$ cat src/rtl/gcbp_pkg.sv
// Shared types, default geometry and helper functions for the GCBP sub-image extractor.
package gcbp_pkg;

    typedef enum logic [1:0] {
        ST_IDLE,
        ST_GAP,
        ST_CAPTURE,
        ST_DONE
    } gcbp_state_e;

    localparam int unsigned GCBP_SUBIMAGE_WIDTH  = 128;
    localparam int unsigned GCBP_NUM_SUBIMAGES   = 4;
    localparam int unsigned GCBP_PIXELS_PER_LINE = 720;
    localparam int unsigned GCBP_EDGE_GAP        = 41;
    localparam int unsigned GCBP_INNER_GAP       = 42;
    localparam int unsigned GCBP_LUMA_WIDTH      = 8;

    // Widest luma sample the plane selector handles.
    localparam int unsigned GCBP_MAX_LUMA = 16;
    localparam int unsigned GCBP_SEL_W    = 4;

    // Minimum of one bit so single-entry indices still get a real signal.
    function automatic int unsigned gcbp_clog2(input int unsigned n);
        int unsigned r;
        r = 1;
        while ((64'd1 << r) < 64'(n)) r = r + 1;
        return r;
    endfunction

    function automatic logic plane_bit(
        input logic [GCBP_MAX_LUMA-1:0] luma,
        input logic [GCBP_SEL_W-1:0]    sel,
        input logic                     gray
    );
        logic [GCBP_MAX_LUMA-1:0] g;
        g = gray ? (luma ^ (luma >> 1)) : luma;
        return g[sel];
    endfunction

endpackage

$ cat src/rtl/gcbp_subimage_extract_if.sv
// Valid/ready channel carrying packed sub-image words to the BRAM writer.
interface gcbp_subimage_extract_if
    import gcbp_pkg::*;
#(
    parameter int unsigned C_WIDTH     = GCBP_SUBIMAGE_WIDTH,
    parameter int unsigned C_IDX_WIDTH = gcbp_clog2(GCBP_NUM_SUBIMAGES)
);
    logic [C_WIDTH-1:0]     gcbp_line;
    logic                   gcbp_line_valid;
    logic                   gcbp_line_ready;
    logic [C_IDX_WIDTH-1:0] subimage_idx;

    modport master (
        output gcbp_line,
        output gcbp_line_valid,
        output subimage_idx,
        input  gcbp_line_ready
    );

    modport slave (
        input  gcbp_line,
        input  gcbp_line_valid,
        input  subimage_idx,
        output gcbp_line_ready
    );
endinterface

$ cat src/rtl/gcbp_out_buf.sv
// One-entry holding register for completed sub-image words; flags words it had to drop.
module gcbp_out_buf
    import gcbp_pkg::*;
#(
    parameter int unsigned C_WIDTH     = GCBP_SUBIMAGE_WIDTH,
    parameter int unsigned C_IDX_WIDTH = gcbp_clog2(GCBP_NUM_SUBIMAGES)
) (
    input  logic                   i_clk,
    input  logic                   i_resetn,
    input  logic                   i_load,
    input  logic [C_WIDTH-1:0]     i_word,
    input  logic [C_IDX_WIDTH-1:0] i_idx,
    gcbp_subimage_extract_if.master gcbp_if,
    output logic                   o_overflow
);

    logic [C_WIDTH-1:0]     word_q;
    logic [C_IDX_WIDTH-1:0] idx_q;
    logic                   valid_q;
    logic                   overflow_q;
    logic                   can_load;

    // Loading is allowed while the current word leaves in the same cycle.
    assign can_load = !valid_q || gcbp_if.gcbp_line_ready;

    always_ff @(posedge i_clk) begin
        if (!i_resetn) begin
            word_q     <= '0;
            idx_q      <= '0;
            valid_q    <= 1'b0;
            overflow_q <= 1'b0;
        end else if (i_load && can_load) begin
            word_q  <= i_word;
            idx_q   <= i_idx;
            valid_q <= 1'b1;
        end else begin
            if (valid_q && gcbp_if.gcbp_line_ready) valid_q <= 1'b0;
            if (i_load) overflow_q <= 1'b1;
        end
    end

    assign gcbp_if.gcbp_line       = word_q;
    assign gcbp_if.gcbp_line_valid = valid_q;
    assign gcbp_if.subimage_idx    = idx_q;
    assign o_overflow              = overflow_q;

endmodule

$ cat src/rtl/gcbp_subimage_extract.sv
// Extracts one (optionally Gray-coded) bit plane from a luma line and packs each
// horizontal sub-image window into a single word for the BRAM writer.
module gcbp_subimage_extract
    import gcbp_pkg::*;
#(
    parameter int unsigned C_SUBIMAGE_WIDTH  = GCBP_SUBIMAGE_WIDTH,
    parameter int unsigned C_NUM_SUBIMAGES   = GCBP_NUM_SUBIMAGES,
    parameter int unsigned C_PIXELS_PER_LINE = GCBP_PIXELS_PER_LINE,
    parameter int unsigned C_EDGE_GAP        = GCBP_EDGE_GAP,
    parameter int unsigned C_INNER_GAP       = GCBP_INNER_GAP,
    parameter int unsigned C_LUMA_WIDTH      = GCBP_LUMA_WIDTH
) (
    input  logic                                  i_clk,
    input  logic                                  i_resetn,
    input  logic                                  i_line_start,
    input  logic [C_LUMA_WIDTH-1:0]               i_luma_data,
    input  logic                                  i_luma_data_valid,
    input  logic [gcbp_clog2(C_LUMA_WIDTH)-1:0]   i_bit_sel,
    input  logic                                  i_gray_en,
    gcbp_subimage_extract_if.master               gcbp_if,
    output logic                                  o_line_done,
    output logic                                  o_overflow,
    output logic                                  o_short_line
);

    localparam int unsigned W     = C_SUBIMAGE_WIDTH;
    localparam int unsigned SEL_W = gcbp_clog2(C_LUMA_WIDTH);
    localparam int unsigned IDX_W = gcbp_clog2(C_NUM_SUBIMAGES);
    localparam int unsigned PIX_W = gcbp_clog2(C_PIXELS_PER_LINE + 1);

    localparam logic [PIX_W-1:0] FIRST_START  = PIX_W'(C_EDGE_GAP);
    localparam logic [PIX_W-1:0] WIN_LAST_OFS = PIX_W'(W - 1);
    localparam logic [PIX_W-1:0] WIN_STRIDE   = PIX_W'(W + C_INNER_GAP);
    localparam logic [PIX_W-1:0] PIX_LINE     = PIX_W'(C_PIXELS_PER_LINE);
    localparam logic [IDX_W-1:0] LAST_WIN     = IDX_W'(C_NUM_SUBIMAGES - 1);

    if (2 * C_EDGE_GAP + C_NUM_SUBIMAGES * C_SUBIMAGE_WIDTH
        + (C_NUM_SUBIMAGES - 1) * C_INNER_GAP != C_PIXELS_PER_LINE) begin : g_bad_geometry
        $error("gcbp_subimage_extract: window geometry does not add up to C_PIXELS_PER_LINE");
    end
    if (C_SUBIMAGE_WIDTH < 2 || C_LUMA_WIDTH > GCBP_MAX_LUMA) begin : g_bad_width
        $error("gcbp_subimage_extract: unsupported sub-image or luma width");
    end

    gcbp_state_e      state;
    logic [PIX_W-1:0] pix_cnt;
    logic [IDX_W-1:0] win_idx;
    logic [PIX_W-1:0] win_start;
    logic [W-1:0]     shift_q;
    logic [SEL_W-1:0] bit_sel_q;
    logic             gray_q;
    logic             line_done_q;
    logic             short_line_q;

    gcbp_state_e      cur_state;
    logic [PIX_W-1:0] cur_pix;
    logic [IDX_W-1:0] cur_win;
    logic [PIX_W-1:0] cur_start;
    logic [W-1:0]     cur_shift;
    logic [SEL_W-1:0] cur_sel;
    logic             cur_gray;
    logic             beat;
    logic             in_window;
    logic             win_end;
    logic             plane;
    logic [W-1:0]     next_shift;

    // A line start overrides the registered context so that a coincident beat
    // is processed as pixel 0 of the new line with the newly presented selection.
    always_comb begin
        cur_state  = i_line_start ? ST_GAP      : state;
        cur_pix    = i_line_start ? '0          : pix_cnt;
        cur_win    = i_line_start ? '0          : win_idx;
        cur_start  = i_line_start ? FIRST_START : win_start;
        cur_shift  = i_line_start ? '0          : shift_q;
        cur_sel    = i_line_start ? i_bit_sel   : bit_sel_q;
        cur_gray   = i_line_start ? i_gray_en   : gray_q;
        beat       = i_luma_data_valid && (cur_state != ST_IDLE) && (cur_pix < PIX_LINE);
        in_window  = (cur_state == ST_CAPTURE) || ((cur_state == ST_GAP) && (cur_pix == cur_start));
        win_end    = beat && in_window && (cur_pix == cur_start + WIN_LAST_OFS);
        plane      = plane_bit(GCBP_MAX_LUMA'(i_luma_data), GCBP_SEL_W'(cur_sel), cur_gray);
        next_shift = {cur_shift[W-2:0], plane};
    end

    always_ff @(posedge i_clk) begin
        if (!i_resetn) begin
            state        <= ST_IDLE;
            pix_cnt      <= '0;
            win_idx      <= '0;
            win_start    <= FIRST_START;
            shift_q      <= '0;
            bit_sel_q    <= '0;
            gray_q       <= 1'b0;
            line_done_q  <= 1'b0;
            short_line_q <= 1'b0;
        end else begin
            line_done_q <= 1'b0;
            if (i_line_start) begin
                if (((state == ST_GAP) || (state == ST_CAPTURE)) && ((win_idx != '0) || (pix_cnt != '0)))
                    short_line_q <= 1'b1;
                bit_sel_q <= i_bit_sel;
                gray_q    <= i_gray_en;
            end

            state     <= cur_state;
            pix_cnt   <= cur_pix;
            win_idx   <= cur_win;
            win_start <= cur_start;
            shift_q   <= cur_shift;

            if (beat) begin
                pix_cnt <= cur_pix + 1'b1;
                if (in_window) begin
                    if (win_end) begin
                        shift_q <= '0;
                        if (cur_win == LAST_WIN) begin
                            state       <= ST_DONE;
                            line_done_q <= 1'b1;
                        end else begin
                            state     <= ST_GAP;
                            win_idx   <= cur_win + 1'b1;
                            win_start <= cur_start + WIN_STRIDE;
                        end
                    end else begin
                        state   <= ST_CAPTURE;
                        shift_q <= next_shift;
                    end
                end
            end
        end
    end

    gcbp_out_buf #(
        .C_WIDTH     (W),
        .C_IDX_WIDTH (IDX_W)
    ) u_out_buf (
        .i_clk      (i_clk),
        .i_resetn   (i_resetn),
        .i_load     (win_end),
        .i_word     (next_shift),
        .i_idx      (cur_win),
        .gcbp_if    (gcbp_if),
        .o_overflow (o_overflow)
    );

    assign o_line_done  = line_done_q;
    assign o_short_line = short_line_q;

endmodule
$ cat src/flat_wrapper.sv
// flat-port wrapper written by rule: the top's interface ports become plain ports
module gcbp_subimage_extract_flat import gcbp_pkg::*;
#(
    parameter int unsigned C_SUBIMAGE_WIDTH  = GCBP_SUBIMAGE_WIDTH,
    parameter int unsigned C_NUM_SUBIMAGES   = GCBP_NUM_SUBIMAGES,
    parameter int unsigned C_PIXELS_PER_LINE = GCBP_PIXELS_PER_LINE,
    parameter int unsigned C_EDGE_GAP        = GCBP_EDGE_GAP,
    parameter int unsigned C_INNER_GAP       = GCBP_INNER_GAP,
    parameter int unsigned C_LUMA_WIDTH      = GCBP_LUMA_WIDTH
)
  (i_clk, i_resetn, i_line_start, i_luma_data, i_luma_data_valid, i_bit_sel, i_gray_en, o_line_done, o_overflow, o_short_line, gcbp_if_gcbp_line, gcbp_if_gcbp_line_valid, gcbp_if_subimage_idx, gcbp_if_gcbp_line_ready);
  gcbp_subimage_extract_if gcbp_if_i ();
  input  logic i_clk;
  input  logic i_resetn;
  input  logic i_line_start;
  input  logic [C_LUMA_WIDTH-1:0] i_luma_data;
  input  logic i_luma_data_valid;
  input  logic [gcbp_clog2(C_LUMA_WIDTH)-1:0] i_bit_sel;
  input  logic i_gray_en;
  output logic o_line_done;
  output logic o_overflow;
  output logic o_short_line;
  output wire logic [$bits(gcbp_if_i.gcbp_line)-1:0] gcbp_if_gcbp_line;
  output wire logic [$bits(gcbp_if_i.gcbp_line_valid)-1:0] gcbp_if_gcbp_line_valid;
  output wire logic [$bits(gcbp_if_i.subimage_idx)-1:0] gcbp_if_subimage_idx;
  input wire logic [$bits(gcbp_if_i.gcbp_line_ready)-1:0] gcbp_if_gcbp_line_ready;
  assign gcbp_if_gcbp_line = gcbp_if_i.gcbp_line;
  assign gcbp_if_gcbp_line_valid = gcbp_if_i.gcbp_line_valid;
  assign gcbp_if_subimage_idx = gcbp_if_i.subimage_idx;
  assign gcbp_if_i.gcbp_line_ready = gcbp_if_gcbp_line_ready;
  gcbp_subimage_extract #(.C_SUBIMAGE_WIDTH(C_SUBIMAGE_WIDTH), .C_NUM_SUBIMAGES(C_NUM_SUBIMAGES), .C_PIXELS_PER_LINE(C_PIXELS_PER_LINE), .C_EDGE_GAP(C_EDGE_GAP), .C_INNER_GAP(C_INNER_GAP), .C_LUMA_WIDTH(C_LUMA_WIDTH)) u_core (.i_clk(i_clk), .i_resetn(i_resetn), .i_line_start(i_line_start), .i_luma_data(i_luma_data), .i_luma_data_valid(i_luma_data_valid), .i_bit_sel(i_bit_sel), .i_gray_en(i_gray_en), .gcbp_if(gcbp_if_i), .o_line_done(o_line_done), .o_overflow(o_overflow), .o_short_line(o_short_line));
endmodule
$ cat config.mk
export PLATFORM = sky130hd
export DESIGN_NAME = gcbp_subimage_extract_flat
export DESIGN_NICKNAME = d
export VERILOG_FILES = /design/src/rtl/gcbp_pkg.sv /design/src/rtl/gcbp_subimage_extract_if.sv /design/src/rtl/gcbp_out_buf.sv /design/src/rtl/gcbp_subimage_extract.sv /design/src/flat_wrapper.sv
export SDC_FILE = /design/constraint.sdc
export NUM_CORES = 1
export LEC_CHECK = 0
export BUFFER_PORTS_ARGS = -buffer_cell sky130_fd_sc_hd__buf_2
export CAP_MARGIN = 20
export CORE_AREA = 3 3 137 139
export CTS_BUF_LIST = sky130_fd_sc_hd__clkbuf_8
export DETAILED_ROUTE_END_ITERATION = 7
export DIE_AREA = 0 0 140 142
export GPL_ROUTABILITY_DRIVEN = 0
export PLACE_DENSITY = 0.95
export SYNTH_ARGS = -nofsm -noshare
export SYNTH_HDL_FRONTEND = slang
export SYNTH_SLANG_ARGS = --single-unit
$ cat constraint.sdc
create_clock -name i_clk -period 6.5 [get_ports i_clk]
set_input_delay 0.975 -clock i_clk [delete_from_list [all_inputs] [get_ports i_clk]]
set_output_delay 0.975 -clock i_clk [all_outputs]
set_load 0.05 [all_outputs]
After elaboration in Yosys (flattened, before gate mapping)
Index checks and enable logic that the tools add are counted.

ROM bits: 0. Output and inout bits: 134. Bits in latches: 0. Memories kept: 0. Logic and storage cells: 77. Bits in registers: 290. Bits of input ports: 17. Bits in writable memories: 0.

Equal/unequal tests: 7. Shifts and indexed selects: 0. Bitwise gates (word level): 2. Add/sub/neg operators: 4. $mul: 0. $lt $le $gt $ge: 2. Divide/modulo/power cells: 0. Muxes and demuxes: 29. Reductions and logical operators: 20.

Operators by type and width (number): 2-to-1 mux 128 bit (4); 2-to-1 mux 10 bit (7); == test 10 bit (2); 2-to-1 mux 2 bit (10); adder 10 x 1 -> 10 bit (second input constant) (1); adder 10 x 7 -> 10 bit (second input constant) (1); adder 10 x 8 -> 10 bit (second input constant) (1); less-than comparator 10 bit (second input constant) (1); nonzero test 10 bit (1); logical AND 1 bit (8); 2-to-1 mux 8 bit (1); XOR 8 x 7 -> 8 bit (1); == test 2 bit (second input constant) (3); nonzero test 2 bit (3); less-than comparator 3 x 5 -> 1 bit (second input constant) (1); 2-to-1 mux 1 bit (5); == test 2 x 1 -> 1 bit (second input constant) (2); logical OR 1 bit (4); AND reduction 2 bit (2); AND reduction 4 bit (1); binary-select mux 1 bit (select 3 bit) (1); 2-to-1 mux 3 bit (1); adder 2 x 1 -> 2 bit (second input constant) (1); zero test 1 bit (1); NOT 1 bit (1).

Depth between registers and ports, before layout
Word-level depth: 9. Mapped depth: 14.

By module
Synthesis repeated with hierarchy kept, for this count alone.

Cell total of the unflattened synthesis: 1541. Area total of the unflattened synthesis: 12894.9 sq um.

By module, submodules not included: gcbp_subimage_extract (times used 1, cells an instance 970, area each 7599.8 sq um); gcbp_out_buf (times used 1, cells an instance 571, area each 5295.1 sq um).

Worst setup path after synthesis
OpenSTA, ideal clock, no wires.

Path type: input -> register. Start: input port i_line_start. End: register u_core.u_out_buf.word_q[100] (netlist: u_core.u_out_buf.gcbp_if.gcbp_line[100]). Setup slack: 2.730 ns. Path buffers: 5. Required time: 6.377 ns. Arrival: 3.647 ns. Cell stages on the path: 14. Cells stage by stage: buf_6 > buf_2 > clkbuf_1 > nand2b_1 > ha_1 > nor3b_2 > nand3_1 > a2111o_1 > a311oi_4 > nand3_2 > buf_2 > buf_2 > nand3_1 > o21ai_0.

Cells in the longest elaborated chain, start to end: 7. Elaborated cells between the ends (all ways): 18. Those cells by class: 1 x add/sub; 1 x order compare; 4 x eq/ne; 4 x mux; 8 x reduce/logical.

Ends and longest elaborated chain: from (decl) (line flat_wrapper.sv:15) `input logic i_line_start;`; parallel branches: the longest is 7 deep, another holds adder 10 x 7 -> 10 bit; to (signal assigned) (line gcbp_out_buf.sv:33) `word_q <= i_word;`; to (decl) (line gcbp_out_buf.sv:17) `logic [C_WIDTH-1:0] word_q;`.

Parallel ways; which one is timed is not known. A chain may end at the register's enable or synchronous reset.

Worst setup path after layout
Start: input port i_line_start. End: register u_core.u_out_buf.word_q[120] (netlist: u_core.u_out_buf.gcbp_if.gcbp_line[120]).

The elaborated chain is that of the path after synthesis.

==> impl_metrics.env <==
export IMPL_hold_viol=0
export IMPL_clkTransAtPathRegs_ps=60
export IMPL_initial_core_util=0.629
export IMPL_ctsHoldBuffers=0
export IMPL_tightest_slew_ps=1020
export IMPL_postRouteAntennaNets=0
export IMPL_ys_flop_type="dfxtp_1"
export IMPL_drive_gt1_frac=0.173
export IMPL_synth_most_common_cell="dfxtp_1"
export IMPL_drt_iter0_markers=950
export IMPL_clock_latency_ps=560
export IMPL_maxCapViolCount=0
export IMPL_netlist_area_um2=11200
export IMPL_cts_root_buf="clkbuf_8"
export IMPL_post_cts_repair_setup_buffers=0
export IMPL_drt_total_wl_um=26600
export IMPL_grt_first_pass_wirelength_um=43600
export IMPL_placed_cells=1563
export IMPL_syn_avg_cell_area_um2=8.64
export IMPL_yosysUniqueCellTypes=63
export IMPL_die_area_um2=19900
export IMPL_area_growth_pct=13.4
export IMPL_post_cts_resized=0
export IMPL_synthCells=1293
export IMPL_cp_max_fo=73
export IMPL_grt_pass1_vias=9358
export IMPL_layout_min_cycle_time_ps=4460
export IMPL_crit_type="input port to register"
export IMPL_synth_commonest_cells="dfxtp_1, nand2_1, nor2_1"
export IMPL_ys_seq_area_frac=0.518
export IMPL_detail_route_wl_per_cell_um=16.1
export IMPL_p_leak_nw=4.75
export IMPL_syn_nets=1314
export IMPL_die_w_um=140
export IMPL_antenna_cells=0
export IMPL_grt_use_total=0.255
export IMPL_cts_buffers=44
export IMPL_pin_count=151
export IMPL_drc=0
export IMPL_num_rows=49
export IMPL_ys_async_sr_fraction=0
export IMPL_status="finished clean"
export IMPL_crit_arrival_ps=4850
export IMPL_grt_use_met3=0.0481
export IMPL_rsz0062_at_grt="no"
export IMPL_combPwrFrac=0.041
export IMPL_p_int_mw=2.62
export IMPL_power_density_nw_per_um2=270
export IMPL_htreeDepth=2
export IMPL_clockBufferDepth=3
export IMPL_timing_final_crit_share=0.686
export IMPL_drtPass1Iterations=5
export IMPL_setup_violations=0
export IMPL_peakVddDrop_uv=220
export IMPL_num_vias=9922
export IMPL_clock_fmax_mhz=224
export IMPL_startpoint_type="input port"
export IMPL_fp_dieH_um=142
export IMPL_dp_hpwl_um=15700
export IMPL_pwr_share_clk=0.438
export IMPL_synthDominantCellAreaShare=0.518
export IMPL_synth_area_leaders="dfxtp_1, a22oi_1, nand3_1"
export IMPL_p_sw_uw=797
export IMPL_ys_warn_count=0
export IMPL_tritoncts="yes"
export IMPL_fill_cells=1297
export IMPL_power_share_sequential=0.521
export IMPL_seqCellArea_um2=5790
export IMPL_crit_path_end_kind="register"
export IMPL_busiest_layer="met2"
export IMPL_maxSlewViolCount=0
export IMPL_layout_cells_non_filler=1645
export IMPL_slew_limit_headroom=0.323
export IMPL_crit_required_ps=6890
export IMPL_sw_frac_of_total=0.233
export IMPL_finClkSkew_ps=11.8
export IMPL_fin_setup_tns_ps=0
export IMPL_overflow=0
export IMPL_coreArea_um2=17800
export IMPL_viasPerCell=6.03
export IMPL_hp_class="register to register"
export IMPL_numPortBuffers=150
export IMPL_multiInputGateArea_um2=4820
export IMPL_synth_seq_cells=289
export IMPL_yosysTopAreaCell="dfxtp_1"
export IMPL_grt_max_degree=101
export IMPL_gr_usage_met1=0.319
export IMPL_met2_usage=0.434
export IMPL_cts_sinks=289
export IMPL_antenna_found_initial=0
export IMPL_finalNetCount=1401
export IMPL_synth_enable_flop_cells=0
## state kept, by name, summed over array words and instances, names as in the netlist
name	flops
u_core.u_out_buf.gcbp_if.gcbp_line	128
u_core.u_out_buf.gcbp_if.gcbp_line_valid	1
u_core.win_start	10
u_core.u_out_buf.gcbp_if.subimage_idx	2
u_core.state	2
u_core.o_line_done	1
u_core.pix_cnt	10
u_core.gray_q	1
u_core.shift_q	127
u_core.u_out_buf.o_overflow	1
u_core.win_idx	2
u_core.o_short_line	1
u_core.bit_sel_q	3
## cell type report
| type | instances | area share |
|---|---|---|
| well taps | 229 | 0.0226 |
| clock inverters | 23 | 0.00819 |
| flip-flops and latches | 289 | 0.457 |
| clock buffers | 59 | 0.0641 |
| repair buffers | 160 | 0.0654 |
| inverters | 9 | 0.00267 |
| multi-input cells | 876 | 0.381 |
## power groups by stage
stage / clock [mW] / sequential (mW) / combinational (mW)
global route: 1.61 / 1.78 / 0.153
detailed placement: 0 / 1.82 / 0.138
global placement: 0 / 1.82 / 0.135
floorplan: 0 / 1.82 / 0.115
finish: 1.50 / 1.78 / 0.142
CTS: 1.53 / 1.78 / 0.139
## cells in the final DEF, fill, tap and decap left out, drive strengths merged, types with 5 or more instances in the layout
cell    count
clkbuf     59
xor2       13
xnor2      10
dfxtp     289
nor2b      15
mux2i       8
a22oi     127
nand3b      5
nand2b      9
nand3     143
a21oi      12
o21ai     149
inv        30
buf       160
nor4        7
nand2     159
nor2      149
nor3        6
and2        8
## metrics by stage
stage	hold WS (ps)	setup slack, ps	instance area, um^2	utilization	power (mW)
floorplan	429	2730	11200	-	1.93
global placement	434	1830	11800	0.661	1.95
detailed placement	445	1640	11800	0.661	1.96
CTS	455	2170	12700	0.713	3.45
global route	482	1810	12700	0.713	3.54
finish	453	2040	12700	0.713	3.42
## final timing paths
| kind | start | endpoint | slack [ps] | cells after the start |
|---|---|---|---|---|
| setup reg to reg | u_core.win_start[1] | u_core.u_out_buf.gcbp_if.gcbp_line[120] | 2720 | 10 |
| hold / removal | u_core.u_out_buf.gcbp_if.gcbp_line[96] | u_core.u_out_buf.gcbp_if.gcbp_line[96] | 450 | 2 |
| setup / recovery | i_line_start | u_core.u_out_buf.gcbp_if.gcbp_line[120] | 2040 | 11 |
| hold reg to reg | u_core.u_out_buf.gcbp_if.gcbp_line[96] | u_core.u_out_buf.gcbp_if.gcbp_line[96] | 450 | 2 |
## routing by layer
layer	routed length (um)	share of wire
met3	1860	0.070
met1	11100	0.42
met2	12700	0.48
met5	0	0
met4	866	0.033
## cell families (layout without fill, tap and decap cells)
| group | after synthesis | in the layout | synth area share |
|---|---|---|---|
| xor+xnor | 23 | 23 | 0.0180 |
| flops | 289 | 289 | 0.518 |
| buf+inv | 128 | 251 | 0.0527 |
| mux | 11 | 11 | 0.0102 |
| compound gates | 320 | 320 | 0.184 |
| simple gates | 518 | 518 | 0.213 |
| fa+ha+maj | 4 | 4 | 0.00448 |
## critical path: stages
cell and delay [ps]:
buf_2 520, nand2b_1 280, ha_1 200, nor3b_2 260
nand3_1 180, a2111o_1 470, a311oi_4 370, nand3_4 570
buf_4 600, nand3_1 210, o21ai_0 120
No activity file was read; power rests on OpenSTA's default activity.
